$ cat config.mk
export PLATFORM = sky130hd
export DESIGN_NAME = irq_concentrator
export DESIGN_NICKNAME = d
export VERILOG_FILES = /design/src/rtl/irq_concentrator_pkg.sv /design/src/rtl/irq_sync_edge.sv /design/src/rtl/irq_concentrator.sv
export SDC_FILE = /design/constraint.sdc
export NUM_CORES = 1
export LEC_CHECK = 0
export ABC_AREA = 1
export ABC_CLOCK_PERIOD_IN_PS = 1900
export CAP_MARGIN = 10
export CELL_PAD_IN_SITES_DETAIL_PLACEMENT = 1
export CELL_PAD_IN_SITES_GLOBAL_PLACEMENT = 2
export CORE_MARGIN = 4
export CORE_UTILIZATION = 30
export CTS_CLUSTER_DIAMETER = 200
export DETAILED_ROUTE_END_ITERATION = 8
export GPL_ROUTABILITY_DRIVEN = 0
export HOLD_SLACK_MARGIN = 0.12
export PLACE_DENSITY = 0.88
export RECOVER_POWER = 50
export SLEW_MARGIN = 20
export SYNTH_ARGS = -nofsm -noshare
export SYNTH_HDL_FRONTEND = slang
export SYNTH_SLANG_ARGS = --single-unit
$ cat constraint.sdc
create_clock -name axi_aclk -period 1.9 [get_ports axi_aclk]
set_input_delay 0.475 -clock axi_aclk [delete_from_list [all_inputs] [get_ports axi_aclk]]
set_output_delay 0.475 -clock axi_aclk [all_outputs]
set_load 0.01 [all_outputs]
$ cat src/rtl/irq_concentrator_pkg.sv
// Shared register map and mode encodings for the PL-to-PS interrupt concentrator.
package irq_concentrator_pkg;

    localparam logic [3:0] REG_MASK    = 4'h0;
    localparam logic [3:0] REG_MODE    = 4'h1;
    localparam logic [3:0] REG_PENDING = 4'h2;
    localparam logic [3:0] REG_RAW     = 4'h3;
    localparam logic [3:0] REG_INFO    = 4'h4;

    localparam logic MODE_LEVEL = 1'b0;
    localparam logic MODE_EDGE  = 1'b1;

    function automatic logic [31:0] info_word(input int irq_num, input int sync_stages);
        return {20'd0, sync_stages[3:0], irq_num[7:0]};
    endfunction

endpackage

$ cat src/rtl/irq_sync_edge.sv
// One interrupt source: metastability chain, previous-sample flop and rising-edge detect.
module irq_sync_edge #(
    parameter int SYNC_STAGES = 2
) (
    input  logic clk,
    input  logic rst,
    input  logic irq_in,
    output logic irq_sync,
    output logic irq_rise
);

    logic [SYNC_STAGES-1:0] sync_q, sync_d;
    logic                   prev_q, prev_d;

    always_comb begin
        sync_d = {sync_q[SYNC_STAGES-2:0], irq_in};
        prev_d = sync_q[SYNC_STAGES-1];
    end

    always_ff @(posedge clk) begin
        if (rst) begin
            sync_q <= '0;
            prev_q <= 1'b0;
        end else begin
            sync_q <= sync_d;
            prev_q <= prev_d;
        end
    end

    assign irq_sync = sync_q[SYNC_STAGES-1];
    assign irq_rise = irq_sync & ~prev_q;

endmodule

$ cat src/rtl/irq_concentrator.sv
// Interrupt concentrator top: per-source sync, mask/mode/pending registers and the up_* bus.
module irq_concentrator
    import irq_concentrator_pkg::*;
#(
    parameter int IRQ_NUM       = 16,
    parameter int SYNC_STAGES   = 2,
    parameter int IRQ_F2P_WIDTH = 16
) (
    input  logic                     axi_aclk,
    input  logic                     axi_reset,
    input  logic [IRQ_NUM-1:0]       irq_in,
    output logic [IRQ_F2P_WIDTH-1:0] irq_f2p,
    output logic                     irq_any,
    input  logic                     up_wreq,
    input  logic [3:0]               up_waddr,
    input  logic [31:0]              up_wdata,
    output logic                     up_wack,
    input  logic                     up_rreq,
    input  logic [3:0]               up_raddr,
    output logic [31:0]              up_rdata,
    output logic                     up_rack
);

    logic [IRQ_NUM-1:0]       irq_sync, irq_rise;
    logic [IRQ_NUM-1:0]       mask_q, mask_d, mode_q, mode_d, pend_q, pend_d;
    logic [IRQ_NUM-1:0]       wr_bits, w1c, mode_chg, active;
    logic [IRQ_F2P_WIDTH-1:0] irq_f2p_q, irq_f2p_d;
    logic                     irq_any_q, irq_any_d;
    logic                     wack_q, wack_d, rack_q, rack_d;
    logic [31:0]              rdata_q, rdata_d;
    logic                     wr_mask, wr_mode, wr_pend;
    logic                     unused_wdata;

    for (genvar gi = 0; gi < IRQ_NUM; gi++) begin : g_src
        irq_sync_edge #(
            .SYNC_STAGES(SYNC_STAGES)
        ) u_sync (
            .clk     (axi_aclk),
            .rst     (axi_reset),
            .irq_in  (irq_in[gi]),
            .irq_sync(irq_sync[gi]),
            .irq_rise(irq_rise[gi])
        );
    end

    assign wr_bits      = up_wdata[IRQ_NUM-1:0];
    assign unused_wdata = ^up_wdata;

    always_comb begin
        wr_mask  = up_wreq && (up_waddr == REG_MASK);
        wr_mode  = up_wreq && (up_waddr == REG_MODE);
        wr_pend  = up_wreq && (up_waddr == REG_PENDING);
        mask_d   = wr_mask ? wr_bits : mask_q;
        mode_d   = wr_mode ? wr_bits : mode_q;
        mode_chg = wr_mode ? (wr_bits ^ mode_q) : '0;
        w1c      = wr_pend ? wr_bits : '0;

        // Edge bits: a fresh rise wins over a same-cycle W1C so no event is lost.
        pend_d = '0;
        for (int i = 0; i < IRQ_NUM; i++) begin
            if (mode_q[i] == MODE_EDGE)
                pend_d[i] = irq_rise[i] | (pend_q[i] & ~w1c[i]);
            else
                pend_d[i] = irq_sync[i];
        end
        pend_d = pend_d & ~mode_chg;

        active    = pend_q & mask_q;
        irq_f2p_d = IRQ_F2P_WIDTH'(active);
        irq_any_d = |active;
        wack_d    = up_wreq;
        rack_d    = up_rreq;

        rdata_d = '0;
        if (up_rreq) begin
            case (up_raddr)
                REG_MASK:    rdata_d = 32'(mask_q);
                REG_MODE:    rdata_d = 32'(mode_q);
                REG_PENDING: rdata_d = 32'(pend_q);
                REG_RAW:     rdata_d = 32'(irq_sync);
                REG_INFO:    rdata_d = info_word(IRQ_NUM, SYNC_STAGES);
                default:     rdata_d = '0;
            endcase
        end
    end

    always_ff @(posedge axi_aclk) begin
        if (axi_reset) begin
            mask_q    <= '0;
            mode_q    <= '0;
            pend_q    <= '0;
            irq_f2p_q <= '0;
            irq_any_q <= 1'b0;
            wack_q    <= 1'b0;
            rack_q    <= 1'b0;
            rdata_q   <= '0;
        end else begin
            mask_q    <= mask_d;
            mode_q    <= mode_d;
            pend_q    <= pend_d;
            irq_f2p_q <= irq_f2p_d;
            irq_any_q <= irq_any_d;
            wack_q    <= wack_d;
            rack_q    <= rack_d;
            rdata_q   <= rdata_d;
        end
    end

    assign irq_f2p  = irq_f2p_q;
    assign irq_any  = irq_any_q;
    assign up_wack  = wack_q;
    assign up_rack  = rack_q;
    assign up_rdata = rdata_q;

endmodule
==> qor.csv <==
metric,value,unit
outcome,"complete, no violations",
drt_wl_total,15200,um
power.total,6.67,mW
multi_input_area,0.00209,mm^2
synth-main-ff-cell,dfxtp_1,
finalCriticalPeriod,1780,ps
htree_num_levels,4,
critical-path-top-delay-family,buffers and inverters,
clock_sinks,131,
critical_path.max_stage_delay,540,ps
setup_tns,0,ps
combPwrFrac,0.069,
crit_path_cell_trace,clkdlybuf4s50_1,
wire_per_inst,14.5,um
skew,7.42,ps
rsz0062_at_grt,no,
final_util,0.403,
synth_cell_types,22,
initial_utilization,0.306,
cp-end-kind,output port,
core,0.0174,mm^2
final_max_slew_viol_count,0,
synth.most_common_cell,nand2_1,
slew_headroom,0.0470,
crit_required,1420,ps
synth_top_cells_by_count,"144 x nand2_1, 137 x nor2_1, 131 x dfxtp_1",
dp_hpwl,10300,um
critPathLaunchType,flop,
p_sw_frac,0.233,
die_y,141,um
vias_per_cell,4.47,
worstMarginPinSlew,1430,ps
crit_arrival,1300,ps
drt_iter0_drc,245,
fin_nets,871,
clk_pin_slew,60,ps
cts_root_buffer,clkbuf_16,
die_w,141,um
synth_top_area_share,0.494,
synth_warnings,0,
pre_cts_slack,31.7,ps
cp_num_buf_inv,1,
switchingPower,1.56,mW
dieArea,0.0199,mm^2
area_growth,31.7,%
row_count,48,
netlist_instances,723,
cts_resized,0,
hold_viol,0,
criticalPathCategory,reg -> out,
power.internal,5.11,mW
register_area,0.00262,mm^2
worst-path-max-fanout,1,
ys_ff_latch,131,
clock_latency,430,ps
p_per_area,952,mW/mm^2
fin_ws,124,ps
slowest_stage,clkdlybuf4s50_1,
ir_worst_vdd,0.711,mV
gr-total-overflow,0,
drt_first_pass_iters,4,
synth.area.top_cells,"dfxtp_1 49%, nand2_1 10%, nor2_1 9.7%",
antenna_found_initial,1,
synth_area_leader_cell,dfxtp_1,
yosysSeqAreaShare,0.494,
grt_max_degree,67,
grtUsageTotal,0.160,
num_vias,4684,
fmaxAchievable,563,MHz
grt_pass1_vias,4806,
grt_first_pass_wirelength,24700,um
synth_edf_count,0,
finalSetupViolCount,0,
clockBufferDepth,2,
drcViolationCount,0,
leakagePower,3.04,nW
hp-class,reg -> reg,
cts_hold_buf,0,
antenna_left,0,
cts_setup_buffers,0,
synth.avg_cell_area,7.35,um^2
drv_cap,0,
seqPwrFrac,0.429,
fin_crit_sh,0.935,
layout-drive-gt1-share,0.0777,
port_buffers,78,
diodes,0,
num_io_pins,111,
tritoncts,done,
synthArstFlopShare,0,
clockPowerShare,0.503,
cts-buffers-inserted,17,
fillers,2097,
synth_area,0.00531,mm^2
-- per-layer routing --
layer  track usage  up-vias  share of wire
met2         0.263      106           0.48
met1         0.199     2176           0.45
li1              -     2379              -
met5             0        -        0.00079
met4        0.0678        2          0.019
met3        0.0390       21          0.049
-- through the flow --
stage / hold WS (ps) / area [um^2] / std cells
4_1_cts: 402 / 7050 / 1049
3_3_place_gp: 392 / 6440 / 1017
5_1_grt: 417 / 7000 / 1049
2_1_floorplan: 388 / 5370 / 738
6_report: 398 / 7000 / 1049
3_5_place_dp: 395 / 6440 / 1017
-- cells in the final DEF (no fill, tap or decap), types with 2 or more instances in the layout --
master	count
a21oi_1	32
buf_12	9
buf_4	13
bufinv_16	3
clkbuf_1	4
clkbuf_16	17
clkdlybuf4s50_1	76
clkinv_2	2
clkinv_4	4
clkinvlp_4	3
conb_1	16
dfxtp_1	131
inv_1	87
inv_2	2
nand2_1	145
nand3_1	51
nand4_1	16
nor2_1	139
nor2_2	2
nor2_4	3
o21ai_0	28
o21ai_1	18
xor2_1	16
-- power by group through the flow --
stage	Sequential [mW]	Clock, mW	Combinational, mW
after detailed placement	2.92	0	0.472
after floorplan	2.91	0	0.245
after global routing	2.86	3.55	0.506
final	2.86	3.35	0.457
after CTS	2.86	3.41	0.474
after global placement	2.92	0	0.462
-- sequential cells by signal, summed over array words and instances (netlist names) --
signal	count
irq_f2p	16
g_src.u_sync.sync_q	32
mode_q	16
up_rdata	16
up_rack	1
pend_q	16
irq_any	1
mask_q	16
g_src.u_sync.prev_q	16
up_wack	1
-- worst min-delay path: stages, from the launching register on --
cell and delay [ps]:
dfxtp_1 290, inv_1 40, nor2_1 30
-- final cells by class --
cell class,instances,area share
Sequential cell,131,0.375
Timing Repair Buffer,103,0.153
Clock buffer,20,0.0638
Inverter,89,0.0477
Clock inverter,12,0.0225
Multi-Input combinational cell,469,0.298
Tap cell,225,0.0402
-- logic make-up (layout without fill, tap and decap cells) --
| logic type | Yosys count | after routing | share of synthesized area |
|---|---|---|---|
| AND/OR/NAND/NOR | 359 | 359 | 0.285 |
| XOR/XNOR | 16 | 16 | 0.0264 |
| AO/OA/AOI/OAI | 78 | 78 | 0.0735 |
| flip-flops | 131 | 131 | 0.494 |
| buffers and inverters | 138 | 224 | 0.121 |
| other | 1 | 16 | 0.000706 |
-- worst paths after layout --
kind	from	endpoint	slack, ps	cells past startpoint
hold reg to reg	g_src[1].u_sync.sync_q[0]	g_src[1].u_sync.sync_q[1]	400	2
hold / removal	g_src[1].u_sync.sync_q[0]	g_src[1].u_sync.sync_q[1]	400	2
setup / recovery	up_rdata[7]	up_rdata[7]	120	1
setup reg to reg	pend_q[10]	irq_any	870	6
Power figures use the tool's default switching activity.
==> variant: new RTL, config.mk and constraints unchanged <==
Make the reset (`axi_reset` and `rst`) asynchronous in 2 clocked blocks.
--- a/src/rtl/irq_sync_edge.sv
+++ b/src/rtl/irq_sync_edge.sv
@@ -17,7 +17,7 @@
         prev_d = sync_q[SYNC_STAGES-1];
     end
 
-    always_ff @(posedge clk) begin
+    always_ff @(posedge clk or posedge rst) begin
         if (rst) begin
             sync_q <= '0;
             prev_q <= 1'b0;
--- a/src/rtl/irq_concentrator.sv
+++ b/src/rtl/irq_concentrator.sv
@@ -84,7 +84,7 @@
         end
     end
 
-    always_ff @(posedge axi_aclk) begin
+    always_ff @(posedge axi_aclk or posedge axi_reset) begin
         if (axi_reset) begin
             mask_q    <= '0;
             mode_q    <= '0;
Formal check against the unedited RTL: differs if axi_reset is asserted again (counterexample within 4 cycles, from zero or initial values and one cycle with axi_reset high); with axi_reset held inactive, the same outputs for 4 cycles.
==> variant against the original RTL <==
- worst setup slack lost 0.026 ns
- sequential cell count stayed put
- area after synthesis rose by 1.6%
- global-route usage fell by 0.33 points
- non-clock buffer count increased by 3
- register-to-register slack got worse by 0.07 ns
- final area increased by 2.2%
- routed wire length is 1.5% lower
Power is not compared: it rests on default switching activity, and its combinational part moved more than twofold at a synthesized area within 25%.
==> variant: results (changes against the original RTL) <==
[global_routing]
grt_util_met2_pct=26.2  ; -0.15 points
grtUsageMet3_pct=4.91  ; +1.0 points
grt_usage_pct=15.6  ; -0.33 points
grt_pass1_wl_mm=24.3  ; -1.6%

[cells_and_area]
clock_buffers=22  ; +10%
multi_input_area_share_pct=24.2  ; -5.7 points
n_all_inverters=56  ; -37%
nFillCells=1965  ; -6.3%
seqCellArea_sq_um=3280  ; +25%
clock_area_share_pct=7.87  ; -0.77 points
nonClkBufAreaFrac_pct=15.2  ; -0.036 points

[critical_path]
r2r_start=pend_q[0]
reg2reg_to=irq_any
r2r_setup_slack_ns=0.80  ; -0.07 ns

[yosys]
seq_area_frac_synth_pct=60.7  ; +11 points
yosys-top-cells-count=nand2_1 (160), dfrtp_1 (131), inv_1 (54)
synth-async-reset-ratio_pct=100  ; +100 points
synth.distinct_cells=21  ; -4.5%
ys_top_cells_by_area=dfrtp_1 (61%), nand2_1 (11%), nand3_1 (4.8%), inv_1 (3.8%), nor2_1 (3.5%)
synthFlopType=dfrtp_1

[detailed_routing]
wl_met2_mm=7.48  ; +2.9%
routed-via-count=4151  ; -11%
viasPerCell=4.50  ; +0.83%
met3_wirelength_um=734  ; -1.9%
post_drt_wl_per_cell_um=16.2  ; +12%

[run_status]
status=finished, final reports clean

[hold_path]
min_to=g_src[1].u_sync.sync_q[1]
min_from=g_src[1].u_sync.sync_q[0]

[placement]
hpwl_mm=10.5  ; +1.6%
post-place-ws_ns=-0.0148  ; -0.0466 ns

==> variant: cell types whose count changed after synthesis, moves of 27 or more <==
cell	unedited run	this run
o21ai_0	27	0
dfrtp_1	0	131
nor2_1	137	51
inv_1	87	54
dfxtp_1	131	0
==> variant: worst max path at each step <==
stage,startpoint,end,slack (ns),cells after the start
after floorplan,axi_reset,g_src[0].u_sync.prev_q,-0.20,1
after global placement,up_raddr[1],up_rdata[4],0.05,8
after detailed placement,up_raddr[0],up_rdata[12],-0.01,8
after CTS,up_rdata[9],up_rdata[9],0.08,1
final,up_rdata[9],up_rdata[9],0.1,1
after global routing,axi_reset,mode_q[0],0.05,4
==> variant: cell families after synthesis <==
family / share of synthesized area (%)
AO/OA/AOI/OAI: 4.87
buffers and inverters: 8.46
flip-flops: 60.7
other: 0.0695
AND/OR/NAND/NOR: 23.3
XOR/XNOR: 2.60
